## src/rtl/mc8051_biu_ws.sv

```systemverilog
// Wait-state-aware bus interface unit for the mc8051 core: one registered memory access
// per phase slot, core stall while memory is busy, and abort after a programmable wait limit.
module mc8051_biu_ws #(
    parameter int unsigned ADDR_W   = 16,
    parameter int unsigned DATA_W   = 8,
    parameter int unsigned PH_W     = 4,
    parameter int unsigned PH_S1    = 0,
    parameter int unsigned PH_S2    = 2,
    parameter int unsigned PH_S3    = 4,
    parameter int unsigned PH_S6    = 10,
    parameter int unsigned WAIT_MAX = 15
) (
    input  logic              clk,
    input  logic              reset_n,
    input  logic [PH_W-1:0]   i_t_p_d,
    input  logic              i_we_n,
    input  logic              i_rd_n,
    input  logic              i_psen_n,
    input  logic [ADDR_W-1:0] i_pc,
    input  logic [ADDR_W-1:0] i_s2_addr,
    input  logic [ADDR_W-1:0] i_s3_addr,
    input  logic [ADDR_W-1:0] i_s6_addr,
    input  logic [DATA_W-1:0] i_mem_wdata,
    output logic              o_data_rdy,
    output logic [DATA_W-1:0] o_mem_rdata,
    output logic              o_stall,
    output logic              o_timeout,
    output logic              o_bus_err,
    output logic              mem_we_n,
    output logic              mem_rd_n,
    output logic              mem_psen_n,
    output logic [ADDR_W-1:0] mem_addr,
    output logic [DATA_W-1:0] mem_wdata,
    input  logic              mem_data_rdy,
    input  logic [DATA_W-1:0] mem_rdata
);

    localparam logic ST_IDLE = 1'b0;
    localparam logic ST_ACC  = 1'b1;

    localparam logic [7:0] CNT_LAST = 8'(WAIT_MAX - 1);

    logic              state;
    logic [7:0]        wait_cnt;
    logic [PH_W-1:0]   prev_phase;

    logic              is_s1, is_s2, is_s3, is_s6;
    logic              slot_entry;
    logic [1:0]        req_cnt;
    logic              illegal;
    logic [ADDR_W-1:0] slot_addr;

    always_comb begin
        is_s1      = (i_t_p_d == PH_W'(PH_S1));
        is_s2      = (i_t_p_d == PH_W'(PH_S2));
        is_s3      = (i_t_p_d == PH_W'(PH_S3));
        is_s6      = (i_t_p_d == PH_W'(PH_S6));
        // prev_phase compare makes a phase held during stall count as a single entry
        slot_entry = (is_s1 | is_s2 | is_s3 | is_s6) && (i_t_p_d != prev_phase);
        req_cnt    = {1'b0, ~i_we_n} + {1'b0, ~i_rd_n} + {1'b0, ~i_psen_n};
        illegal    = (req_cnt > 2'd1) || (!i_we_n && !is_s6);
        slot_addr  = i_pc;
        if (is_s2)      slot_addr = i_s2_addr;
        else if (is_s3) slot_addr = i_s3_addr;
        else if (is_s6) slot_addr = i_s6_addr;
    end

    assign o_stall = (state == ST_ACC) && !mem_data_rdy;

    always_ff @(posedge clk or negedge reset_n) begin
        if (!reset_n) begin
            state       <= ST_IDLE;
            wait_cnt    <= '0;
            prev_phase  <= '1;
            mem_addr    <= '0;
            mem_wdata   <= '1;
            o_mem_rdata <= '1;
            mem_we_n    <= 1'b1;
            mem_rd_n    <= 1'b1;
            mem_psen_n  <= 1'b1;
            o_data_rdy  <= 1'b0;
            o_timeout   <= 1'b0;
            o_bus_err   <= 1'b0;
        end else begin
            prev_phase <= i_t_p_d;
            o_data_rdy <= 1'b0;
            o_timeout  <= 1'b0;
            o_bus_err  <= 1'b0;
            case (state)
                ST_IDLE: begin
                    if (slot_entry) begin
                        if (illegal) begin
                            o_bus_err <= 1'b1;
                        end else if (req_cnt == 2'd1) begin
                            mem_addr   <= slot_addr;
                            mem_we_n   <= i_we_n;
                            mem_rd_n   <= i_rd_n;
                            mem_psen_n <= i_psen_n;
                            if (!i_we_n) mem_wdata <= i_mem_wdata;
                            wait_cnt   <= '0;
                            state      <= ST_ACC;
                        end
                    end
                end
                default: begin
                    if (slot_entry) o_bus_err <= 1'b1;
                    if (mem_data_rdy) begin
                        if (!mem_rd_n || !mem_psen_n) o_mem_rdata <= mem_rdata;
                        mem_we_n   <= 1'b1;
                        mem_rd_n   <= 1'b1;
                        mem_psen_n <= 1'b1;
                        o_data_rdy <= 1'b1;
                        state      <= ST_IDLE;
                    end else if (wait_cnt == CNT_LAST) begin
                        mem_we_n    <= 1'b1;
                        mem_rd_n    <= 1'b1;
                        mem_psen_n  <= 1'b1;
                        o_mem_rdata <= '1;
                        o_data_rdy  <= 1'b1;
                        o_timeout   <= 1'b1;
                        state       <= ST_IDLE;
                    end else begin
                        wait_cnt <= wait_cnt + 8'd1;
                    end
                end
            endcase
        end
    end

endmodule
```

## config.mk

```make
export PLATFORM = sky130hd
export DESIGN_NAME = mc8051_biu_ws
export DESIGN_NICKNAME = d
export VERILOG_FILES = /design/src/rtl/mc8051_biu_ws.sv
export SDC_FILE = /design/constraint.sdc
export NUM_CORES = 1
export LEC_CHECK = 0
export CELL_PAD_IN_SITES_DETAIL_PLACEMENT = 1
export CELL_PAD_IN_SITES_GLOBAL_PLACEMENT = 2
export CORE_MARGIN = 3
export CORE_UTILIZATION = 23
export CTS_BUF_LIST = sky130_fd_sc_hd__clkbuf_4
export DETAILED_ROUTE_END_ITERATION = 8
export GPL_TIMING_DRIVEN = 0
export PLACE_DENSITY_LB_ADDON = 0.3
export SLEW_MARGIN = 30
export SYNTH_ARGS = -nofsm -noshare
export SYNTH_HDL_FRONTEND = slang
export SYNTH_SLANG_ARGS = --single-unit
```

## constraint.sdc

```tcl
create_clock -name clk -period 1.6 [get_ports clk]
set_input_delay 0.32 -clock clk [delete_from_list [all_inputs] [get_ports clk]]
set_output_delay 0.32 -clock clk [all_outputs]
set_load 0.05 [all_outputs]
```

==> metrics.md <==
| Metric | Value |
|---|---|
| Outcome | `finished with violations` |
| Failing checks | `negative setup slack` |
| Clk_lat worst skew | `0.39 ns` |
| Pins Over Slew Limit | `0` |
| Core area | `11600 um^2` |
| Vias per cell | `4.55` |
| CP peak stage delay | `0.49 ns` |
| Crit-path max FO | `4` |
| Vias | `2459` |
| CTS buffer count | `5` |
| CP delay by family, top | `adder cells` |
| Syn_nets | `330` |
| CP required | `1.89 ns` |
| ANT nets after route | `0` |
| Hpwl dp | `6520 um` |
| WL final | `9030 um` |
| GRT Total Usage | `13.7%` |
| Critical path class | `input port to register` |
| Initial core utilization | `23.8%` |
| Min-delay worst type | `input port to register` |
| Synth Cell Area | `2750 um^2` |
| Setup ws final | `-0.170 ns` |
| Setup crit end kind | `register` |
| Final setup vio count | `42` |
| Share of layout cells above drive strength 1 | `47.0%` |
| Fmax | `565 MHz` |
| Placer congestion estimate | `0.699` |
| Slowest CP cell | `fa_1` |
| Die footprint | `13300 um^2` |
| Port Buf Inserts | `128` |
| Worst setup SP type | `input port` |
| Relative slew margins | `71.5%` |
| Layout area overhead | `72.9%` |
| Pwr per Cell Area | `1200 nW/um^2` |
| Worst slew pin tran | `0.428 ns` |
| Final Cycle Share | `111%` |
| Clock buffer depth | `2` |
| Pin count of the biggest net entering global routing | `48` |
| Clock root buffer | `clkbuf_4` |
| Clock slew at the register clock pins of the worst setup and hold paths | `0.16 ns` |
| DRT iter0 DRCs | `60` |
| Synth Flop Type | `dfrtp_1` |
| Nets | `488` |
| Leak | `1.98 nW` |
| DRC | `0` |
| Syn Inst Count | `237` |
| RSZ-0062 raised after global routing | `yes` |
| Die width | `115 um` |
| Worst Skew | `0.0209 ns` |
| WP buf/inv | `3` |
| Final hold viol count | `0` |
| Async S/R FF share, synth | `100%` |
| H-tree depth | `2` |
| Overall Power | `5.70 mW` |
| Hold Worst Slack | `0.126 ns` |
| Crit path DAT | `2.06 ns` |
| Fin crit period | `1.77 ns` |
| Clk sinks | `51` |
| Critical-path cell list | `buf_2, fa_1, nor2_2, o2111ai_4, nor2_4, buf_6, buf_4, mux2_2` |
| Initial antenna violation count | `1` |
| Setup tns final | `-4.35 ns` |
| CTS tree | `done` |
| Pre-CTS setup slack | `-1.11 ns` |
| First-pass GRT wire length | `14300 um` |
| Row Count | `39` |
| # IOs | `129` |
| Avg WL per Cell | `16.7 um` |
| Register area share after synthesis | `47.4%` |
| Number of global-route vias before repair | `2757` |
| Max_cap viols | `0` |
| Warnings, synthesis | `0` |
| Synth Area per Inst | `11.6 um^2` |
| Post-synth EDFFs | `0` |
| Pre-Repair DR Iteration Count | `4` |
| Yosys reg bits | `51` |
| Die Ht | `115 um` |
| VDD IR-drop max | `0.000557 V` |
| Synth unique cells | `40` |
| Grt total ovfl | `0` |
worst reg2reg max path: stages (launching register included):
cell,delay (ns)
dfstp_2,0.57
xor2_2,0.08
nor4_4,0.35
buf_4,0.21
nor3_4,0.05
buf_12,0.15
mux2_4,0.29
worst paths after layout:
check,depth (start not counted),endpoint,slack [ns],start
hold / removal,1,prev_phase[3]$_DFF_PN1_,0.13,i_t_p_d[3]
setup reg to reg,6,mem_wdata[1]$_DFFE_PN1P_,-0.15,prev_phase[3]$_DFF_PN1_
max in group asynchronous,3,mem_wdata[1]$_DFFE_PN1P_,0.82,reset_n
setup / recovery,8,mem_addr[15]$_DFFE_PN0P_,-0.17,i_psen_n
hold reg to reg,1,mem_addr[2]$_DFFE_PN0P_,0.53,mem_addr[2]$_DFFE_PN0P_
min in group asynchronous,2,mem_addr[3]$_DFFE_PN0P_,0.27,reset_n
sequential cells by signal (all words and copies together) (netlist names), 4 cells and up:
signal	cells
mem_addr	16
wait_cnt	8
o_mem_rdata	8
mem_wdata	8
prev_phase	4
cell usage after synthesis, types with 2 or more instances:
cell type  count  area [um^2]
xor2_1         6         52.6
nor2_1         6         22.5
inv_1          4         15.0
nand2b_1       9         56.3
buf_6          5         56.3
buf_2          4         20.0
mux2i_1        2         20.0
mux2_4        21          315
clkbuf_1       5         18.8
o21ba_2        3         30.0
nor4_1         2         12.5
o22ai_1       18          113
dfstp_2       23          604
and2_1         2         12.5
or3_1          4         25.0
nor4_4         2         42.5
or4b_1         2         20.0
a21oi_1        3         15.0
dfrtp_1       28          701
nand4_1        2         12.5
ha_1           2         25.0
nand2_1       34          128
a31oi_1       17          106
o21ai_0        5         25.0
nand3_1        3         15.0
mux2_2        11          124
cell families (layout without fill, tap and decap cells):
| kind of cell | Yosys count | in the layout | share of synthesized area [%] |
|---|---|---|---|
| AND/OR/NAND/NOR | 74 | 74 | 15.6 |
| adder cells (fa/ha/maj) | 3 | 3 | 1.64 |
| multiplexers | 34 | 34 | 16.7 |
| other | 0 | 1 | 0 |
| buffers and inverters | 19 | 178 | 4.27 |
| XOR/XNOR | 7 | 7 | 2.23 |
| flip-flops | 51 | 51 | 47.4 |
| AO/OA/AOI/OAI | 49 | 49 | 12.1 |
final cells by class:
type	instances	area (um^2)
Antenna cell	1	2.50
Buffer	13	116
Clock buffer	5	37.5
Clock inverter	3	47.5
Fill cell	1266	6810
Inverter	4	15.0
Multi-Input combinational cell	167	1560
Sequential cell	51	1310
Tap cell	143	179
Timing Repair Buffer	153	1490
layout by cell type (no fill, tap or decap), types with 3 or more instances in the layout:
cell,synthesis,routed
xor2_1,6,3
a21oi_2,0,3
nor2_2,0,3
buf_4,1,13
nand3_1,3,3
or3_1,4,4
nand2_1,34,34
o22ai_1,18,7
clkdlybuf4s15_2,0,19
inv_1,4,3
dfstp_2,23,23
o21ai_0,5,4
nand2b_1,9,8
mux2_2,11,7
buf_6,5,18
xor2_2,0,3
buf_2,4,10
o22ai_2,0,10
clkbuf_4,0,16
clkdlybuf4s50_1,0,80
clkbuf_2,0,5
mux2_4,21,25
dfrtp_1,28,27
a31oi_1,17,16
power breakdown:
part	internal (mW)	switching, mW	leakage [nW]
sequential	1.78	0.230	0.600
clock	0.338	0.466	0.0458
combinational	1.15	1.74	1.33
metal layers:
metal  share of wire, %  up-vias  GRT usage (%)
li1                   -     1174              -
met1                 39     1216           16.2
met2                 54       59           24.6
met3                4.6       10           3.16
met4                1.7        0           3.99
met5                  0        -              0
stage by stage:
stage / cell area, um^2 / instances / util (%)
after detailed placement: 4270 / 509 / 36.9
after CTS: 4650 / 538 / 40.2
after global routing: 4760 / 540 / 41.1
after floorplan: 2790 / 237 / -
after global placement: 4250 / 508 / 36.7
final: 4760 / 540 / 41.1
what timing repair did:
action                     CTS  global route
hold buffers                 1             0
hold endpoints to repair    28             0
buffers inserted            19             7
setup endpoints to repair   84            57
gates cloned                 1             0
gates resized for setup    219            40
pin swaps                    8             8
(Power assumes the default switching activity.)
